`config.mk`:
```
export PLATFORM = sky130hd
export DESIGN_NAME = uc_ctrl
export DESIGN_NICKNAME = d
export VERILOG_FILES = /design/src/rtl/uc_pkg.sv /design/src/rtl/uc_decode.sv /design/src/rtl/uc_ctrl.sv
export SDC_FILE = /design/constraint.sdc
export NUM_CORES = 1
export LEC_CHECK = 0
export BUFFER_PORTS_ARGS = -buffer_cell sky130_fd_sc_hd__buf_2
export CORE_MARGIN = 2
export CORE_UTILIZATION = 40
export CTS_CLUSTER_SIZE = 30
export DETAILED_ROUTE_END_ITERATION = 6
export PLACE_DENSITY = 0.63
export SLEW_MARGIN = 40
export SYNTH_ARGS = -nofsm -noshare
export SYNTH_HDL_FRONTEND = slang
export SYNTH_SLANG_ARGS = --single-unit
```
`constraint.sdc`:
```
create_clock -name clk -period 2.4 [get_ports clk]
set_clock_uncertainty 0.05 [all_clocks]
set_input_delay 0.12 -clock clk [delete_from_list [all_inputs] [get_ports clk]]
set_output_delay 0.12 -clock clk [all_outputs]
set_load 0.02 [all_outputs]
```
`src/rtl/uc_pkg.sv`:
```
// Shared opcodes, ALU constants, FSM state encoding and decoded-control bundle for uc_ctrl.
// UC_ILLEGAL_TRAP_EN selects whether undefined opcodes trap or run as NOP.
package uc_pkg;

   localparam logic [5:0] OP_J    = 6'b000100;
   localparam logic [5:0] OP_JZ   = 6'b000101;
   localparam logic [5:0] OP_JNZ  = 6'b000110;
   localparam logic [5:0] OP_HALT = 6'b000111;
   localparam logic [3:0] OP_LDI  = 4'b0000;

   localparam logic [2:0] ALU_PASSB = 3'b000;

`ifdef UC_ILLEGAL_TRAP_EN
   localparam logic TRAP_EN = 1'b1;
`else
   localparam logic TRAP_EN = 1'b0;
`endif

   typedef enum logic [2:0] {
      S_INIT  = 3'd0,
      S_RUN   = 3'd1,
      S_PAUSE = 3'd2,
      S_STEP  = 3'd3,
      S_HALT  = 3'd4,
      S_TRAP  = 3'd5
   } state_t;

   typedef struct packed {
      logic       s_inc;
      logic       s_inm;
      logic       we3;
      logic       wez;
      logic [2:0] alu_op;
   } ctrl_t;

   localparam ctrl_t CTRL_IDLE = '{s_inc: 1'b1, s_inm: 1'b0, we3: 1'b0,
                                   wez: 1'b0, alu_op: 3'b000};

endpackage

```
`src/rtl/uc_decode.sv`:
```
// Combinational instruction decode: Opcode/zero to raw datapath controls,
// plus HALT and undefined-opcode flags. Gating by execution state lives in uc_ctrl.
module uc_decode
   import uc_pkg::*;
(
   input  logic [5:0] i_opcode,
   input  logic       i_zero,
   output ctrl_t      o_ctrl,
   output logic       o_is_halt,
   output logic       o_is_illegal
);

   always_comb begin
      o_ctrl       = CTRL_IDLE;
      o_is_halt    = 1'b0;
      o_is_illegal = 1'b0;
      if (i_opcode[5]) begin
         o_ctrl.alu_op = i_opcode[4:2];
         o_ctrl.we3    = 1'b1;
         o_ctrl.wez    = 1'b1;
      end else if (i_opcode[5:2] == OP_LDI) begin
         o_ctrl.s_inm  = 1'b1;
         o_ctrl.alu_op = ALU_PASSB;
         o_ctrl.we3    = 1'b1;
      end else begin
         case (i_opcode)
            OP_J:    o_ctrl.s_inc = 1'b0;
            OP_JZ:   o_ctrl.s_inc = ~i_zero;
            OP_JNZ:  o_ctrl.s_inc = i_zero;
            OP_HALT: o_is_halt    = 1'b1;
            default: o_is_illegal = 1'b1;
         endcase
      end
   end

endmodule

```
`src/rtl/uc_ctrl.sv`:
```
// Microcontroller control unit: decode gating, run/pause/step/halt supervision,
// retired-instruction counter. UC_ILLEGAL_TRAP_EN enables the illegal-opcode trap state.
//
// state   | meaning
// S_INIT  | post-reset hold for RST_CYCLES cycles, nothing executes
// S_RUN   | free-run, one instruction per cycle
// S_PAUSE | stopped, waiting for run or an armed step request
// S_STEP  | executes exactly one instruction, then back to S_PAUSE
// S_HALT  | HALT retired, frozen until reset
// S_TRAP  | undefined opcode seen (trap build only), frozen until reset
module uc_ctrl
   import uc_pkg::*;
#(
   parameter int CNT_W      = 16,
   parameter int RST_CYCLES = 2
)(
   input  logic             clk,
   input  logic             reset,
   input  logic [5:0]       Opcode,
   input  logic             zero,
   input  logic             run,
   input  logic             step_req,
   output logic             s_inc,
   output logic             s_inm,
   output logic             we3,
   output logic             wez,
   output logic [2:0]       ALUOp,
   output logic             pc_en,
   output logic             halted,
   output logic             step_ack,
   output logic [CNT_W-1:0] icount,
   output logic             illegal
);

   localparam int              INIT_W    = (RST_CYCLES > 1) ? $clog2(RST_CYCLES) : 1;
   localparam logic [INIT_W-1:0] INIT_LAST = INIT_W'(RST_CYCLES - 1);

   state_t             r_state;
   state_t             w_state_nxt;
   logic [INIT_W-1:0]  r_init_cnt;
   logic               r_step_armed;
   logic               r_step_ack;
   logic [CNT_W-1:0]   r_icount;

   ctrl_t              w_dec;
   logic               w_is_halt;
   logic               w_is_illegal;
   logic               w_trap;
   logic               w_exec;

   uc_decode u_decode (
      .i_opcode     (Opcode),
      .i_zero       (zero),
      .o_ctrl       (w_dec),
      .o_is_halt    (w_is_halt),
      .o_is_illegal (w_is_illegal)
   );

   // HALT and trapped opcodes never count as executing: no PC update, no writes.
   assign w_trap = TRAP_EN & w_is_illegal;
   assign w_exec = ((r_state == S_RUN) || (r_state == S_STEP)) & ~w_is_halt & ~w_trap;

   always_comb begin
      s_inc = 1'b1;
      s_inm = 1'b0;
      we3   = 1'b0;
      wez   = 1'b0;
      ALUOp = 3'b000;
      pc_en = 1'b0;
      if (w_exec) begin
         s_inc = w_dec.s_inc;
         s_inm = w_dec.s_inm;
         we3   = w_dec.we3;
         wez   = w_dec.wez;
         ALUOp = w_dec.alu_op;
         pc_en = 1'b1;
      end
   end

   always_comb begin
      w_state_nxt = r_state;
      case (r_state)
         S_INIT:  if (r_init_cnt == INIT_LAST) w_state_nxt = run ? S_RUN : S_PAUSE;
         S_RUN: begin
            if (w_is_halt)   w_state_nxt = S_HALT;
            else if (w_trap) w_state_nxt = S_TRAP;
            else if (!run)   w_state_nxt = S_PAUSE;
         end
         S_PAUSE: begin
            if (run)                           w_state_nxt = S_RUN;
            else if (step_req && r_step_armed) w_state_nxt = S_STEP;
         end
         S_STEP: begin
            if (w_is_halt)   w_state_nxt = S_HALT;
            else if (w_trap) w_state_nxt = S_TRAP;
            else             w_state_nxt = S_PAUSE;
         end
         S_HALT:  w_state_nxt = S_HALT;
         S_TRAP:  w_state_nxt = S_TRAP;
         default: w_state_nxt = S_INIT;
      endcase
   end

   always_ff @(posedge clk or negedge reset) begin
      if (!reset) begin
         r_state      <= S_INIT;
         r_init_cnt   <= '0;
         r_step_armed <= 1'b1;
         r_step_ack   <= 1'b0;
         r_icount     <= '0;
      end else begin
         r_state <= w_state_nxt;
         if (r_state == S_INIT && r_init_cnt != INIT_LAST)
            r_init_cnt <= r_init_cnt + INIT_W'(1);
         // A step request must be seen low before it can trigger another step.
         if (!step_req)
            r_step_armed <= 1'b1;
         else if (r_state == S_PAUSE && !run && r_step_armed)
            r_step_armed <= 1'b0;
         r_step_ack <= (r_state == S_STEP);
         if (w_exec && r_icount != '1)
            r_icount <= r_icount + CNT_W'(1);
      end
   end

   assign step_ack = r_step_ack;
   assign icount   = r_icount;

`ifdef UC_ILLEGAL_TRAP_EN
   assign halted  = (r_state == S_HALT) || (r_state == S_TRAP);
   assign illegal = (r_state == S_TRAP);
`else
   assign halted  = (r_state == S_HALT);
   assign illegal = 1'b0;
`endif

endmodule

```
==> flow_metrics.env <==
export IMPL_status="completed"
export IMPL_path_max_fanout=6
export IMPL_ir_worst_vdd_mv=0.481
export IMPL_io_buffers=36
export IMPL_grt_pass1_vias=965
export IMPL_finalHoldViolations=0
export IMPL_cts_buffers=3
export IMPL_ff2ff_path_depth=5
export IMPL_syn_nets=130
export IMPL_timing_reg2reg_setup_slack_ns=0.47
export IMPL_rsz0062_at_grt="no"
export IMPL_ys_ff_latch=22
export IMPL_yosysWarnings=0
export IMPL_start_util_pct=41.5
export IMPL_grt_pass1_wl_mm=4.15
export IMPL_track_usage_pct=15.1
export IMPL_synth_top_area_share_pct=42.1
export IMPL_period_share_pct=80.6
export IMPL_slew_viol_final=0
export IMPL_yosysTopAreaCell="dfrtp_1"
export IMPL_root_buffer="clkbuf_4"
export IMPL_path_clk_slew_ns=0.13
export IMPL_fmax_ghz=0.517
export IMPL_critPathRequiredTime_ns=2.54
export IMPL_fin_ws_ns=0.466
export IMPL_cts_buffer_depth=2
export IMPL_drv_cap=0
export IMPL_place_ws_ns=0.502
export IMPL_fillers=281
export IMPL_layout_commonest_cell="buf_2"
export IMPL_synth_edff_count=0
export IMPL_drt_wl_total_mm=2.52
export IMPL_syn_to_final_growth_pct=20.8
export IMPL_tightest_slew_ns=0.618
export IMPL_synth_area_per_cell_um2=10.6
export IMPL_p_leak_nw=0.757
export IMPL_holdCritStartpoint="run"
export IMPL_grt_overflow=0
export IMPL_post_route_util_pct=50.2
export IMPL_gp_congestion=0.734
export IMPL_final_cells=191
export IMPL_startpoint_type="register"
export IMPL_netlist_instances=118
export IMPL_num_rows=20
export IMPL_grt_max_degree=23
export IMPL_synth_area_um2=1250
export IMPL_synth_cell_type_count=44
export IMPL_ys_async_sr_fraction_pct=100
export IMPL_dieArea_um2=3580
export IMPL_rr_endpoint="icount[14]$_DFFE_PN0P_"
export IMPL_cp_startpoint="icount[0]$_DFFE_PN0P_"
export IMPL_cts_tree="built"
export IMPL_worstSetupEndpoint="icount[14]$_DFFE_PN0P_"
export IMPL_ios=38
export IMPL_die_h_um=59.8
export IMPL_die_w_um=59.8
export IMPL_yosys_top_cells_area="dfrtp_1, xor2_1, nand3_1"
export IMPL_drive_gt1_share_pct=34.2
export IMPL_final_cell_mix="buf_2, dfrtp_1, xor2_1"
export IMPL_seq_area_frac_synth_pct=44.2
export IMPL_diodes=0
export IMPL_maxSlewHeadroom_pct=58.3
export IMPL_path_depth=5
export IMPL_path_buf_inv=0
export IMPL_powerDensity_nw_per_um2=841
export IMPL_core_area_um2=3000
export IMPL_r2r_start="icount[0]$_DFFE_PN0P_"
export IMPL_crit_chain="ha_1 > nand3_1 > o311ai_0 > nor4_1 > xor2_1"
export IMPL_clock_latency_ns=0.30
export IMPL_via_count=1058
export IMPL_yosys_most_used_dff="dfrtp_1"
export IMPL_cp_slowest_cell="o311ai_0"
export IMPL_htreeDepth=1
export IMPL_wire_per_inst_um=13.2
export IMPL_cts_sinks=22
export IMPL_min_period_ns=1.93
export IMPL_place_inst=185
export IMPL_crit_path_end_kind="register"
export IMPL_critical_path_class="reg -> reg"
export IMPL_hold_path_class="in -> reg"
export IMPL_fin_nets=171
export IMPL_drc=0
export IMPL_antenna_found_initial=0
export IMPL_setup_tns_ns=0
export IMPL_ant_nets=0
export IMPL_routed_via_density=5.54
export IMPL_place_hpwl_mm=1.90
export IMPL_finalSetupViolations=0
export IMPL_max_stage_delay_ns=0.62
export IMPL_cts_resized_gates=0
export IMPL_crit_family="compound AO/OA/AOI/OAI gates"
export IMPL_drt_iter0_drc=24
export IMPL_holdWs_ns=0.122
export IMPL_drtPass1Iterations=4
export IMPL_cp_arrival_ns=2.07
-- worst min-delay path by stage --
| stage | to | slack (ns) | depth (start not counted) |
|---|---|---|---|
| detailed placement | icount[15]$_DFFE_PN0P_ | 0.07 | 1 |
| finish | r_state[1]$_DFFE_PN0P_ | 0.12 | 4 |
| global route | r_state[0]$_DFFE_PN0P_ | 0.13 | 3 |
| floorplan | icount[0]$_DFFE_PN0P_ | -0.23 | 0 |
| CTS | r_state[1]$_DFFE_PN0P_ | 0.11 | 4 |
| global placement | icount[12]$_DFFE_PN0P_ | 0.06 | 1 |
-- stage by stage --
step	power [mW]	area [µm²]
3_5_place_dp	1.07	1450
5_1_grt	1.35	1510
6_report	1.27	1510
4_1_cts	1.28	1510
2_1_floorplan	0.925	1250
3_3_place_gp	1.06	1450
-- layout make-up --
type | instances | area (µm²) | share of cell area, %
clock buffers | 4 | 36.3 | 2.41
repair buffers | 38 | 200 | 13.3
well taps | 33 | 41.3 | 2.74
flip-flops and latches | 22 | 552 | 36.6
multi-input cells | 91 | 666 | 44.2
inverters | 3 | 11.3 | 0.748
-- registers in the layout (all words and copies together), names as in the netlist --
register	count
r_step_armed	1
r_init_cnt	1
step_ack	1
icount	16
r_state	3
-- where the power goes --
part | total [mW] | switching (mW) | leakage [nW] | internal, mW
clock network | 0.199 | 0.106 | 0.0210 | 0.0924
logic | 0.511 | 0.310 | 0.460 | 0.202
registers | 0.557 | 0.105 | 0.277 | 0.452
total | 1.27 | 0.521 | 0.757 | 0.746
-- what timing repair did --
action / 4_1_cts / 5_1_grt
hold buffers: 2 / 0
setup buffers: 0 / 0
endpoints found under the hold margin: 22 / 0
-- worst reg2reg max path: cells and delay by family (launching register included) --
kind,cells,cell delay (ns)
AO/OA/AOI/OAI,1,0.62
XOR/XNOR,1,0.17
adder cells (fa/ha/maj),1,0.22
flip-flops,1,0.43
AND/OR/NAND/NOR,2,0.35
-- kinds of logic after synthesis --
logic type,after synthesis,share of synthesized area (%)
multiplexers,5,4.91
other,1,0.301
buffers and inverters,5,2.41
AND/OR/NAND/NOR,57,28.8
flip-flops,22,44.2
AO/OA/AOI/OAI,14,9.23
XOR/XNOR,13,9.13
adder cells (fa/ha/maj),1,1.00
-- cells in the mapped netlist (2+ instances only) --
| cell type | n |
|---|---|
| and3_1 | 3 |
| dfrtp_1 | 21 |
| nor3_1 | 6 |
| mux2_4 | 2 |
| nand2_1 | 9 |
| nand4_1 | 4 |
| inv_1 | 3 |
| o21ai_0 | 3 |
| mux2i_1 | 2 |
| a21oi_1 | 3 |
| nor4_1 | 5 |
| nor2_1 | 4 |
| nor4b_1 | 2 |
| nor3b_1 | 2 |
| xor2_1 | 12 |
| nand3_1 | 8 |
| and2_1 | 2 |
-- layer usage --
layer,share of wire [%],track usage (%)
met5,0,0
met4,1.1,5.71
met3,5.4,2.16
met2,46,23.0
met1,48,21.6
(Power assumes the default switching activity.)
